**config.mk**
```make
export PLATFORM = sky130hd
export DESIGN_NAME = clmul_karatsuba_seq
export DESIGN_NICKNAME = d
export VERILOG_FILES = /design/src/rtl/clmul_karatsuba_seq.sv
export SDC_FILE = /design/constraint.sdc
export NUM_CORES = 1
export LEC_CHECK = 0
export BUFFER_PORTS_ARGS = -buffer_cell sky130_fd_sc_hd__clkbuf_2
export CORE_UTILIZATION = 28
export CTS_CLUSTER_DIAMETER = 40
export CTS_CLUSTER_SIZE = 28
export DETAILED_ROUTE_END_ITERATION = 7
export PLACE_DENSITY_LB_ADDON = 0.2
export RECOVER_POWER = 100
export SKIP_CTS_REPAIR_TIMING = 1
export SYNTH_ARGS = -nofsm -noshare
export SYNTH_HDL_FRONTEND = slang
export SYNTH_SLANG_ARGS = --single-unit
```
**constraint.sdc**
```tcl
create_clock -name clk -period 2 [get_ports clk]
set_input_delay 0.2 -clock clk [delete_from_list [all_inputs] [get_ports clk]]
set_output_delay 0.2 -clock clk [all_outputs]
set_load 0.02 [all_outputs]
```
**src/rtl/clmul_karatsuba_seq.sv**
```systemverilog
// Sequential carry-less multiplier: one-level Karatsuba over a shared half-width
// multiplier, with optional reduction modulo x^WIDTH + POLY.
module clmul_karatsuba_seq #(
    parameter int unsigned      WIDTH = 8,
    parameter logic [WIDTH-1:0] POLY  = 'h1B
) (
    input  logic                 clk,
    input  logic                 rst,
    input  logic                 in_valid,
    output logic                 in_ready,
    input  logic [WIDTH-1:0]     a,
    input  logic [WIDTH-1:0]     b,
    input  logic                 mode,
    output logic                 out_valid,
    input  logic                 out_ready,
    output logic [2*WIDTH-1:0]   prod
);
    localparam int unsigned H  = WIDTH / 2;
    localparam int unsigned W2 = 2 * WIDTH;

    typedef enum logic [2:0] {IDLE, M0, M1, M2, CMB, RED, OUT} state_t;
    state_t state, state_next;

    logic [WIDTH-1:0] a_r, b_r;
    logic             mode_r;
    logic [WIDTH-1:0] d0, d1, d2;
    logic [W2-1:0]    prod_r;

    logic [H-1:0]     mul_x, mul_y;
    logic [WIDTH-1:0] mul_p;
    logic [WIDTH-1:0] d7;
    logic [W2-1:0]    combined;
    logic [W2-1:0]    red_acc;
    logic [W2-1:0]    reduced;
    logic [W2-1:0]    modulus;

    function automatic logic [WIDTH-1:0] clmul_half(input logic [H-1:0] x, input logic [H-1:0] y);
        logic [WIDTH-1:0] acc;
        acc = '0;
        for (int unsigned i = 0; i < H; i++) begin
            if (y[i]) acc ^= {{H{1'b0}}, x} << i;
        end
        return acc;
    endfunction

    // The single half multiplier is time-shared; its operands follow the state.
    always_comb begin
        mul_x = a_r[WIDTH-1:H];
        mul_y = b_r[WIDTH-1:H];
        case (state)
            M0: begin
                mul_x = a_r[H-1:0];
                mul_y = b_r[H-1:0];
            end
            M1: begin
                mul_x = a_r[H-1:0] ^ a_r[WIDTH-1:H];
                mul_y = b_r[H-1:0] ^ b_r[WIDTH-1:H];
            end
            default: ;
        endcase
        mul_p = clmul_half(mul_x, mul_y);
    end

    always_comb begin
        d7       = d0 ^ d1 ^ d2;
        combined = {{WIDTH{1'b0}}, d0}
                 ^ ({{WIDTH{1'b0}}, d7} << H)
                 ^ {d2, {WIDTH{1'b0}}};
    end

    // Fold the high half down from the top bit; bit W2-1 of a clmul product is always 0.
    always_comb begin
        modulus = {{(WIDTH-1){1'b0}}, 1'b1, POLY};
        red_acc = prod_r;
        for (int unsigned k = 0; k < WIDTH - 1; k++) begin
            if (red_acc[W2-2-k]) red_acc ^= modulus << (WIDTH - 2 - k);
        end
        reduced = {{WIDTH{1'b0}}, red_acc[WIDTH-1:0]};
    end

    always_ff @(posedge clk) begin
        if (rst) state <= IDLE;
        else     state <= state_next;
    end

    always_comb begin
        state_next = state;
        case (state)
            IDLE: if (in_valid) state_next = M0;
            M0:   state_next = M1;
            M1:   state_next = M2;
            M2:   state_next = CMB;
            CMB:  state_next = mode_r ? RED : OUT;
            RED:  state_next = OUT;
            OUT:  if (out_ready) state_next = IDLE;
            default: state_next = IDLE;
        endcase
    end

    always_ff @(posedge clk) begin
        if (rst) begin
            a_r    <= '0;
            b_r    <= '0;
            mode_r <= 1'b0;
            d0     <= '0;
            d1     <= '0;
            d2     <= '0;
            prod_r <= '0;
        end else begin
            case (state)
                IDLE: if (in_valid) begin
                    a_r    <= a;
                    b_r    <= b;
                    mode_r <= mode;
                end
                M0:  d0     <= mul_p;
                M1:  d1     <= mul_p;
                M2:  d2     <= mul_p;
                CMB: prod_r <= combined;
                RED: prod_r <= reduced;
                default: ;
            endcase
        end
    end

    assign in_ready  = (state == IDLE);
    assign out_valid = (state == OUT);
    assign prod      = prod_r;
endmodule

```
-- After elaboration in Yosys (flattened, before gate mapping)
Index checks and enable logic that the tools add are counted.
- bits in registers: 60
- input bits: 21
- output and inout bits: 18
- word-level logic and storage cells: 54
- equal/unequal tests: 8
- muxes and demuxes: 18
- bitwise logic cells: 16
- reduce and logical (&&, ||, !) cells: 4
- operator list (operator ; number):
    2-to-1 mux 8 bit ; 4
    one-hot mux 16 bit (2 select lines) ; 1
    NOT 4 bit ; 7
    one-hot mux 3 bit (7 select lines) ; 1
    one-hot mux 4 bit (2 select lines) ; 2
    bitwise XOR 12 x 16 -> 16 bit ; 1
    bitwise XOR 8 bit ; 2
    bitwise XOR 8 x 12 -> 12 bit ; 1
    2-to-1 mux 11 bit ; 1
    2-to-1 mux 10 bit ; 1
    == test 3 bit (second input constant) ; 3
    2-to-1 mux 9 bit ; 1
    bitwise XOR 4 bit ; 2
    bitwise XOR 8 x 5 -> 8 bit ; 1
    bitwise XOR 8 x 6 -> 8 bit ; 1
    bitwise XOR 8 x 7 -> 8 bit ; 1
    2-to-1 mux 7 bit ; 1
    == test 3 x 2 -> 1 bit (second input constant) ; 2
    2-to-1 mux 3 bit ; 2
    2-to-1 mux 6 bit ; 1
    2-to-1 mux 5 bit ; 1
    2-to-1 mux 4 bit ; 1
    AND reduction 2 bit ; 2
    == test 3 x 1 -> 1 bit (second input constant) ; 1
    other kinds (5) ; 5

-- Longest topological paths before layout
Gate-level depths: netlist of run 1.
- depth in word-level cells: 15
- mapped depth: 9

-- Least setup slack after synthesis of run 1
OpenSTA, ideal clock, no wires.
- path kind: register -> register
- start point: register state[1]
- end point: register a_r[0]
- setup time: 0.070 ns
- data arrival time: 2.131 ns
- slack: -0.202 ns
- cell stages (with the launch flop): 10
- clock period less this slack: 2.202 ns
- path through: dfxtp_1 buf_6 buf_6 buf_6 nor3_1 and2_1 clkbuf_1 clkbuf_1 nand2_1 a21oi_1
- word-level cells in the longest chain between the ends: 2
- RTL lines (what ; RTL line ; text):
    from (decl) ; 22 ; state_t state, state_next;
    from (signal assigned) ; 83 ; else state <= state_next;
    zero test 3 bit ; -- ;
    net in_ready ; 10 ; output logic in_ready,
    AND reduction 2 bit (no line) ; -- ;
    to (signal assigned) ; 102 ; a_r <= '0;
    to (signal assigned) ; 112 ; a_r <= a;
    to (decl) ; 24 ; logic [WIDTH-1:0] a_r, b_r;
The timed path passes the listed nets, and every way through them passes these cells.
A chain may end at the register's enable or synchronous reset.

-- Worst setup path after layout of run 1
- start point: register state[1]
- end point: register d1[3]
- word-level cells in the longest chain between the ends: 9
- RTL lines (what ; RTL line ; text):
    == test 3 x 2 -> 1 bit or == test 3 x 1 -> 1 bit (tied branches) ; 50, 110 ;
    one-hot mux 4 bit (2 select lines) ; 50 ; case (state)
    2-to-1 mux 4 bit ; 41 ; if (y[i]) acc ^= {{H{1'b0}}, x} << i;
    bitwise XOR 8 x 5 -> 8 bit ; 41 ;
    2-to-1 mux 8 bit ; 41 ;
    bitwise XOR 8 x 6 -> 8 bit ; 41 ;
    2-to-1 mux 8 bit ; 41 ;
    bitwise XOR 8 x 7 -> 8 bit ; 41 ;
    2-to-1 mux 8 bit ; 41 ;
    to (signal assigned) ; 117 ; M1: d1 <= mul_p;
    to (decl) ; 26 ; logic [WIDTH-1:0] d0, d1, d2;
Several ways; a longest one is shown, not always the timed one.

==> results.ini, run 1 <==
[status]
status = finished, violations left
violations = setup timing

[grt]
grt_max_degree = 32
grtUsageTotal_pct = 14.2
global_route.usage.met3_pct = 1.92
globalRouteOverflowTotal = 0
via_count_of_the_first_global_routing_pass = 2610
grt_antenna_before_repair = 0
global_route.usage.met2_pct = 23.5
grt_most_used_layer = met2
first_pass_grt_wire_length_um = 12700
use_met1_pct = 19.1

[final_layout]
postLayoutCoreUtil_pct = 36.2
filler_cell_count = 1136
n_antenna_cell = 0
post_route_standard_cell_area_excluding_fillers_um2 = 3750
area.growth.synth_to_final_pct = 24.8
final_layout_size_suffix_gt1_share_pct = 24.1
ff_latch_area_um2 = 1130
total_area_of_multi_input_combinational_cells_um2 = 1880
total_nets_final = 451

[placed_design]
hpwlAfterDp_um = 5590
globalplace.congestion = 0.813
port_buffers = 37
dpl-instance-area_um2 = 3490

[floorplanning]
core_region_area_um2 = 10400
die_w_um = 106
dieArea_um2 = 11200
effective_utilization_at_floorplan_pct = 29.0
chipHeight_um = 106
site_row_count = 37
num_io_pins = 39

[timing]
rsz0062_at_grt = yes
hold_viol = 0
min_period_ns = 2.13
finalWorstSetupSlack_ns = -0.132
finClkSkew_ns = 0.0155
timing_max_transition_violations_final = 0
finalSetupViolations = 8
period_share_pct = 107
worst_pin_slew_ns = 0.660
fmax_mhz = 469
slew-limit-headroom_pct = 56.0
timing.hold.ws_ns = 0.102
finalSetupTns_ns = -0.687

[power]
ir_drop_uv = 333
leakagePower_nw = 1.37
p_per_area_nw_per_um2 = 692

[drt]
detail_route.wirelength_um = 7560
dr_total_vias = 2703
via_per_inst = 4.77
route.detailed.drc = 0
wire_per_inst_um = 13.3
ant_nets = 0
first_iter_violations = 99
drt-pass1-iter-count = 4

[clocking]
cts-root-to-sink-buffers = 2
cts.htree.levels = 2
worstSkewPairLatency_ns = 0.31
cts_buffers = 5
path_clk_slew_ns = 0.11
cts_tree = done
tritoncts_num_sinks = 56
cell_at_the_root_of_the_clock_tree = sky130_fd_sc_hd__clkbuf_8

[critical_path]
critical_path_type = register to register
critPathMaxFanout = 14
cp_cell_sequence = buf_12 > or3_4 > a21oi_4 > a311oi_2 > a211o_1 > a211o_1 > a311oi_2
setup.worst_path.start_class = register
worst-endpoint-required_ns = 2.22
crit_slowest_cell = sky130_fd_sc_hd__or3_4
cpPeakStageDelay_ns = 0.39
critical_path_arrival_ns = 2.35
timing.critical_path.to_type = register

[synthesis]
synth_seq_cells = 56
synthesis.yosys.warnings = 0
synth.cell_area_um2 = 3010
synth_fp_nets = 400
postSynthAreaPerCell_um2 = 7.93
synth_cells = 379
synth_area_leader_cell = sky130_fd_sc_hd__dfxtp_1
synth-seq-area-share_pct = 37.3
synthDominantCellAreaShare_pct = 37.3
count_of_unique_library_cells_instantiated_by_yosys = 43
synth_area_leaders = sky130_fd_sc_hd__dfxtp_1, sky130_fd_sc_hd__xnor2_1, sky130_fd_sc_hd__nand2_1

[worst_hold_path]
min-delay-path-class = primary input to register

[run]
max-cap-violations = 0

cell families (layout without fill, tap and decap cells):
| group | count (synthesis) | count (layout) | synth area share [%] |
|---|---|---|---|
| AO/OA/AOI/OAI | 90 | 90 | 19.3 |
| XOR/XNOR | 39 | 39 | 12.3 |
| buffers and inverters | 28 | 80 | 4.83 |
| flip-flops | 56 | 56 | 37.3 |
| multiplexers | 5 | 5 | 1.66 |
| other | 1 | 1 | 0.125 |
| AND/OR/NAND/NOR | 160 | 160 | 24.6 |
cell type report:
cell class | instances | share of cell area, %
clock buffers | 5 | 1.83
well taps | 136 | 4.54
repair buffers | 70 | 12.0
clock inverters | 3 | 1.27
flip-flops and latches | 56 | 30.1
inverters | 2 | 0.200
multi-input cells | 295 | 50.0
cells in the final DEF, fill, tap and decap left out, types with 5 or more instances in the layout:
cell type / n
sky130_fd_sc_hd__buf_4: 30
sky130_fd_sc_hd__mux2i_1: 5
sky130_fd_sc_hd__nand2b_1: 6
sky130_fd_sc_hd__nor2b_1: 10
sky130_fd_sc_hd__clkbuf_8: 5
sky130_fd_sc_hd__a21oi_1: 36
sky130_fd_sc_hd__nor2_1: 39
sky130_fd_sc_hd__nand2_1: 61
sky130_fd_sc_hd__nand3b_1: 7
sky130_fd_sc_hd__a22oi_1: 6
sky130_fd_sc_hd__a211oi_1: 5
sky130_fd_sc_hd__nor3_1: 9
sky130_fd_sc_hd__xnor2_1: 26
sky130_fd_sc_hd__clkbuf_2: 29
sky130_fd_sc_hd__xor2_1: 10
sky130_fd_sc_hd__dfxtp_1: 54
sky130_fd_sc_hd__clkbuf_1: 8
where the power goes:
part	internal, mW	switching (mW)	total, mW
sequential	1.17	0.0522	1.22
combinational	0.272	0.331	0.604
clock	0.378	0.395	0.773
total	1.82	0.778	2.60
state kept, by name, summed over array words and instances (netlist names):
register / flops
a_r: 8
b_r: 8
d0: 7
d1: 7
d2: 7
mode_r: 1
prod: 15
state: 3
synthesized netlist by cell type:
master                      count
sky130_fd_sc_hd__a211o_1        3
sky130_fd_sc_hd__a211oi_1       8
sky130_fd_sc_hd__a21o_1         3
sky130_fd_sc_hd__a21oi_1       40
sky130_fd_sc_hd__a21oi_2        1
sky130_fd_sc_hd__a22oi_1        6
sky130_fd_sc_hd__a2bb2oi_1      1
sky130_fd_sc_hd__a311o_1        1
sky130_fd_sc_hd__a311oi_1       4
sky130_fd_sc_hd__a31o_1         1
sky130_fd_sc_hd__a31oi_1        1
sky130_fd_sc_hd__and2_1         4
sky130_fd_sc_hd__buf_1          1
sky130_fd_sc_hd__buf_2          2
sky130_fd_sc_hd__buf_4          2
sky130_fd_sc_hd__buf_6          4
sky130_fd_sc_hd__clkbuf_1      17
sky130_fd_sc_hd__conb_1         1
sky130_fd_sc_hd__dfxtp_1       56
sky130_fd_sc_hd__inv_1          2
sky130_fd_sc_hd__mux2i_1        5
sky130_fd_sc_hd__nand2_1       61
sky130_fd_sc_hd__nand2b_1       6
sky130_fd_sc_hd__nand3_1        7
sky130_fd_sc_hd__nand3b_1       7
sky130_fd_sc_hd__nand4b_1       2
sky130_fd_sc_hd__nor2_1        42
sky130_fd_sc_hd__nor2b_1       14
sky130_fd_sc_hd__nor3_1        10
sky130_fd_sc_hd__o211a_2        1
sky130_fd_sc_hd__o211ai_1       4
sky130_fd_sc_hd__o21ai_0        6
sky130_fd_sc_hd__o221a_2        1
sky130_fd_sc_hd__o221ai_1       1
sky130_fd_sc_hd__o22ai_1        3
sky130_fd_sc_hd__o31a_1         1
sky130_fd_sc_hd__o31ai_1        4
sky130_fd_sc_hd__or2_2          3
sky130_fd_sc_hd__or3_1          3
sky130_fd_sc_hd__or3b_1         1
sky130_fd_sc_hd__xnor2_1       27
sky130_fd_sc_hd__xnor3_1        2
sky130_fd_sc_hd__xor2_1        10
through the flow:
step | worst slack (ns) | power (mW) | cells
after floorplan | 0.0140 | 1.61 | 379
after global placement | -0.0796 | 1.78 | 557
after detailed placement | -0.114 | 1.79 | 557
after CTS | -0.154 | 2.56 | 565
after global routing | -0.200 | 2.74 | 567
final | -0.132 | 2.60 | 567
final timing paths:
path	startpoint	to	slack, ns	depth (start not counted)
worst min register to register	d0[6]	d0[6]	0.48	2
worst min-delay path	b[3]	b_r[3]	0.10	3
worst max register to register	state[1]	d1[3]	-0.13	7
worst max-delay path	state[1]	d1[3]	-0.13	7
critical path, delay by kind of cell (launching register included):
family                 cells  cell delay (ns)
AOI/OAI and AO/OA          5             1.14
buffers and inverters      1             0.14
DFF                        1             0.37
and+or+nand+nor            1             0.39
layer usage:
layer | part of all wire (%) | wire length, um
met2 | 47 | 3530
met4 | 0.90 | 68
met5 | 0 | 0
met3 | 1.7 | 130
met1 | 51 | 3830
(Power assumes the default switching activity.)
==> run 2, diff against run 1 <==
- CTS_BUF_LIST: not set -> sky130_fd_sc_hd__clkbuf_4
==> results.ini, run 2 (same netlist as run 1, synthesis figures left out) <==
[timing]
slew-limit-headroom_pct = 56.8  ; +0.77 points
min_period_ns = 2.16  ; +0.0291 ns
finalSetupTns_ns = -0.487  ; +0.200 ns
hold_viol = 0  ; unchanged
fmax_mhz = 463  ; -1.3%
period_share_pct = 108  ; +1.5 points
rsz0062_at_grt = yes
timing_max_transition_violations_final = 0  ; unchanged
finClkSkew_ns = 0.0211  ; +0.00564 ns
timing.hold.ws_ns = 0.0207  ; -0.0809 ns
worst_pin_slew_ns = 0.648  ; -0.0116 ns
finalWorstSetupSlack_ns = -0.161  ; -0.0291 ns
finalSetupViolations = 7  ; -1

[critical_path]
critPathMaxFanout = 16  ; +2
destination_of_the_worst_register_to_register_timing_path = d1[3]
cp_cell_sequence = buf_12 > or3_4 > a21oi_4 > a311oi_2 > a211o_1 > a211o_1 > a311oi_2
cpPeakStageDelay_ns = 0.39  ; about the same
setup.reg_to_reg.worst_slack_ns = -0.16  ; -0.03 ns
crit_slowest_cell = sky130_fd_sc_hd__dfxtp_4
critical_path_type = register to register
logic_depth_of_the_worst_register_to_register_path = 7  ; unchanged
r2r-start = state[1]
setup.worst_path.end = d1[3]
worst-endpoint-required_ns = 2.30  ; +0.08 ns
critical_path_arrival_ns = 2.46  ; +0.11 ns
timing.critical_path.to_type = register
timing.critical_path.from = state[1]
setup.worst_path.start_class = register

[power]
p_per_area_nw_per_um2 = 656  ; -5.3%
ir_drop_uv = 335  ; +0.40%
leakagePower_nw = 1.41  ; +2.7%

[final_layout]
filler_cell_count = 1137  ; +0.088%
total_nets_final = 455  ; +0.89%
n_antenna_cell = 0  ; unchanged
stdcell_count = 571  ; +0.71%
layout.cells.most_common = sky130_fd_sc_hd__nand2_1
final_cell_mix = sky130_fd_sc_hd__nand2_1, sky130_fd_sc_hd__dfxtp_1, sky130_fd_sc_hd__clkbuf_2
largest_reg_flops = 15  ; unchanged
post_route_standard_cell_area_excluding_fillers_um2 = 3810  ; +1.7%
final_layout_size_suffix_gt1_share_pct = 28.0  ; +3.9 points
area.growth.synth_to_final_pct = 26.8

[drt]
ant_nets = 0  ; unchanged
via_per_inst = 4.83  ; +1.3%
drt-pass1-iter-count = 4  ; unchanged
wire_per_inst_um = 13.5  ; +1.5%
first_iter_violations = 101  ; +2.0%
dr_total_vias = 2758  ; +2.0%
detail_route.wirelength_um = 7720  ; +2.2%
route.detailed.drc = 0  ; unchanged

[floorplanning]
effective_utilization_at_floorplan_pct = 29.0  ; unchanged
chipHeight_um = 106  ; unchanged
dieArea_um2 = 11200  ; unchanged
site_row_count = 37  ; unchanged
num_io_pins = 39  ; unchanged
core_region_area_um2 = 10400  ; unchanged
die_w_um = 106  ; unchanged

[status]
status = finished, violations left
violations = setup timing

[grt]
grt_most_used_layer = met2
global_route.usage.met2_pct = 23.5  ; -0.047 points
grtUsageTotal_pct = 14.2  ; about the same
grt_max_degree = 32  ; unchanged
use_met1_pct = 19.1  ; unchanged
first_pass_grt_wire_length_um = 12700  ; about the same
via_count_of_the_first_global_routing_pass = 2609  ; -0.038%
globalRouteOverflowTotal = 0  ; unchanged
grt_antenna_before_repair = 0  ; unchanged
global_route.usage.met3_pct = 1.92  ; unchanged

[clocking]
path_clk_slew_ns = 0.17  ; +0.06 ns
tritoncts_num_sinks = 56  ; unchanged
cts-root-to-sink-buffers = 2  ; unchanged
cts_tree = done
cts.htree.levels = 2  ; unchanged
cell_at_the_root_of_the_clock_tree = sky130_fd_sc_hd__clkbuf_4
cts_buffers = 5  ; unchanged
worstSkewPairLatency_ns = 0.39  ; +0.08 ns

[run]
max-cap-violations = 0  ; unchanged

[worst_hold_path]
min-delay-path-class = primary input to register
worstHoldStart = b[7]

[placed_design]
worst_setup_slack_post_dpl_ns = -0.114  ; unchanged
dpl-instance-area_um2 = 3490  ; unchanged
place_inst = 557  ; unchanged
hpwlAfterDp_um = 5590  ; unchanged
port_buffers = 37  ; unchanged
globalplace.congestion = 0.813  ; unchanged

run 2: cell type report:
| class | count | area, um^2 | share of cell area [%] |
|---|---|---|---|
| Timing Repair Buffer | 74 | 504 | 13.2 |
| Tap cell | 136 | 170 | 4.46 |
| Sequential cell | 56 | 1130 | 29.6 |
| Multi-Input combinational cell | 295 | 1920 | 50.3 |
| Clock inverter | 3 | 47.5 | 1.25 |
| Inverter | 2 | 7.51 | 0.197 |
| Clock buffer | 5 | 37.5 | 0.984 |
run 2: stage by stage:
stage	total power [mW]	utilization, %
2_1_floorplan	1.61	-
5_1_grt	2.65	36.8
3_5_place_dp	1.79	33.6
4_1_cts	2.44	34.4
3_3_place_gp	1.78	33.6
6_report	2.50	36.8
run 2: power breakdown:
group	switching [mW]	internal, mW	total (mW)
combinational	0.348	0.282	0.630
clock	0.380	0.268	0.648
sequential	0.0519	1.17	1.22
total	0.780	1.72	2.50
run 2: worst min-delay path by stage:
stage / slack (ns) / endpoint / depth (start not counted)
after global placement: 0.42 / b_r[1] / 3
after CTS: 0.006 / b_r[3] / 3
after detailed placement: 0.43 / a_r[2] / 3
final: 0.02 / b_r[7] / 3
after global routing: 0.005 / mode_r / 3
after floorplan: 0.34 / b_r[1] / 2
run 2: metal layers:
layer  vias to the layer above  part of all wire, %  wire length (um)
met5                         -                    0                 0
met4                         0                  1.2                89
li1                       1412                    -                 -
met1                      1296                   49              3800
met3                         6                  2.7               205
met2                        44                   47              3630
run 2: critical path, delay by kind of cell, from the launching register on:
family	cells	cell delay (ns)
AOI/OAI and AO/OA	5	1.14
DFF	1	0.39
buffers and inverters	1	0.14
and+or+nand+nor	1	0.39
==> run 3, diff against run 2 <==
--- a/constraint.sdc
+++ b/constraint.sdc
@@ -3,2 +3,2 @@
 set_output_delay 0.2 -clock clk [all_outputs]
-set_load 0.02 [all_outputs]
+set_load 0.005 [all_outputs]
==> results.ini, run 3 (same netlist as run 1, synthesis figures left out) <==
[critical_path]
critPathMaxFanout = 15  ; -1
logic_depth_of_the_worst_register_to_register_path = 7  ; unchanged
r2r-start = state[1]
critical_path_arrival_ns = 2.45  ; about the same
timing.critical_path.to_type = register
setup.worst_path.start_class = register
setup.reg_to_reg.worst_slack_ns = -0.13  ; +0.03 ns
worst-endpoint-required_ns = 2.32  ; +0.02 ns
destination_of_the_worst_register_to_register_timing_path = d2[3]
critical_path_type = register to register

[final_layout]
area.growth.synth_to_final_pct = 27.2
largest_reg_flops = 15  ; unchanged
n_antenna_cell = 0  ; unchanged
postLayoutCoreUtil_pct = 36.9  ; +0.11 points
filler_cell_count = 1122  ; -1.3%
layout.cells.most_common = sky130_fd_sc_hd__nand2_1
final_cell_mix = sky130_fd_sc_hd__nand2_1, sky130_fd_sc_hd__dfxtp_1, sky130_fd_sc_hd__nor2_1
final_layout_size_suffix_gt1_share_pct = 25.2  ; -2.8 points
total_nets_final = 460  ; +1.1%

[floorplanning]
die_w_um = 106  ; unchanged
core_region_area_um2 = 10400  ; unchanged
chipHeight_um = 106  ; unchanged
effective_utilization_at_floorplan_pct = 29.0  ; unchanged
dieArea_um2 = 11200  ; unchanged
site_row_count = 37  ; unchanged
num_io_pins = 39  ; unchanged

[clocking]
cts_tree = done
cell_at_the_root_of_the_clock_tree = sky130_fd_sc_hd__clkbuf_4
worstSkewPairLatency_ns = 0.41  ; +0.02 ns
cts.htree.levels = 2  ; unchanged
cts-root-to-sink-buffers = 2  ; unchanged
tritoncts_num_sinks = 56  ; unchanged
path_clk_slew_ns = 0.17  ; about the same
cts_buffers = 5  ; unchanged

[timing]
finClkSkew_ns = 0.0357  ; +0.0146 ns
rsz0062_at_grt = yes
hold_viol = 0  ; unchanged
finalSetupViolations = 5  ; -2
finalWorstSetupSlack_ns = -0.129  ; +0.0319 ns
fmax_mhz = 470  ; +1.5%
timing_max_transition_violations_final = 0  ; unchanged
period_share_pct = 106  ; -1.6 points
worst_pin_slew_ns = 0.563  ; -0.0849 ns
min_period_ns = 2.13  ; -0.0319 ns
slew-limit-headroom_pct = 62.2  ; +5.4 points

[power]
pwr-share-seq_pct = 51.0  ; +2.1 points
p_per_area_nw_per_um2 = 627  ; -4.3%
ir_drop_uv = 288  ; -14%
leakagePower_nw = 1.42  ; +0.30%
p_sw_mw = 0.782  ; +0.36%
p_comb_share_pct = 26.6  ; +1.4 points
power_frac_clock_pct = 22.4  ; -3.5 points
swShare_pct = 32.6  ; +1.4 points
total_internal_power_mw = 1.62  ; -6.0%

[placed_design]
globalplace.congestion = 0.796  ; -2.1%
hpwlAfterDp_um = 5660  ; +1.2%
worst_setup_slack_post_dpl_ns = -0.116  ; -0.00164 ns
port_buffers = 37  ; unchanged

[grt]
grt_antenna_before_repair = 0  ; unchanged
grt_max_degree = 36  ; +13%
first_pass_grt_wire_length_um = 12600  ; -0.81%
grtUsageTotal_pct = 14.3  ; +0.10 points
globalRouteOverflowTotal = 0  ; unchanged
via_count_of_the_first_global_routing_pass = 2531  ; -3.0%

[worst_hold_path]
worstHoldStart = b[3]
min_delay_path_depth = 3  ; unchanged
min_delay_worst_endpoint = b_r[3]
min-delay-path-class = primary input to register

[status]
status = finished, violations left
violations = setup timing

[drt]
detail_route.wirelength_um = 7730  ; +0.10%
ant_nets = 0  ; unchanged
drt-pass1-iter-count = 4  ; unchanged
wire_per_inst_um = 13.4  ; -0.77%
route.detailed.drc = 0  ; unchanged
first_iter_violations = 101  ; unchanged
via_per_inst = 4.71  ; -2.4%
dr_total_vias = 2715  ; -1.6%

[run]
max-cap-violations = 0  ; unchanged

## run 3: cell count changes in the layout (fill, tap and decap cells not counted), sizes merged
cell	previous run	this run
bufinv	1	0
clkbuf	42	43
dlygate4sd3	2	4
buf	35	37
inv	2	3
## run 3: worst max-delay path by stage
stage / from / end / cells past startpoint / slack, ns
final: state[1] / d2[3] / 7 / -0.13
after global routing: state[2] / d2[3] / 7 / -0.19
after CTS: state[1] / d0[3] / 7 / -0.14
after detailed placement: state[1] / d0[3] / 7 / -0.12
after global placement: state[0] / d0[3] / 7 / -0.09
after floorplan: state[1] / d0[3] / 8 / 0.01
## run 3: cell type report
type                            count  area, um^2  area share [%]
Multi-Input combinational cell    295        1890            49.5
Sequential cell                    56        1130            29.6
Timing Repair Buffer               79         563            14.7
Tap cell                          136         170            4.45
Clock buffer                        5        37.5           0.981
Clock inverter                      3        22.5           0.589
Inverter                            2        7.51           0.196
## run 3: critical path, cell delays in order (launching register included)
cell and delay [ns]:
sky130_fd_sc_hd__dfxtp_4 0.39, sky130_fd_sc_hd__buf_12 0.15, sky130_fd_sc_hd__nor2b_4 0.13, sky130_fd_sc_hd__a31o_1 0.18, sky130_fd_sc_hd__a211o_4 0.36, sky130_fd_sc_hd__o211a_4 0.26
sky130_fd_sc_hd__a211o_1 0.28, sky130_fd_sc_hd__a311oi_2 0.28
## run 3: through the flow
step / std cells / TNS [ns] / cell area (um^2) / hold slack, ns / power [mW]
after floorplan: 379 / 0 / 3010 / 0.336 / 1.60
after global placement: 559 / -0.463 / 3520 / 0.425 / 1.80
after detailed placement: 559 / -0.732 / 3520 / 0.431 / 1.80
after CTS: 567 / -1.12 / 3580 / -0.0193 / 2.35
after global routing: 576 / -0.875 / 3820 / 0.00565 / 2.54
final: 576 / -0.312 / 3820 / 0.00455 / 2.40
## run 3: metal layers
layer / part of all wire [%] / vias to the layer above / GRT usage (%)
li1: - / 1429 / -
met1: 50 / 1232 / 19.7
met2: 46 / 45 / 22.4
met3: 3.1 / 9 / 2.47
met4: 1.6 / 0 / 4.56
met5: 0 / - / 0
## run 3: power by group through the flow
| stage | logic (mW) | clock network [mW] | registers, mW |
|---|---|---|---|
| floorplan | 0.372 | 0 | 1.23 |
| global placement | 0.551 | 0 | 1.25 |
| detailed placement | 0.556 | 0 | 1.25 |
| CTS | 0.558 | 0.566 | 1.22 |
| global route | 0.702 | 0.607 | 1.23 |
| finish | 0.638 | 0.539 | 1.22 |
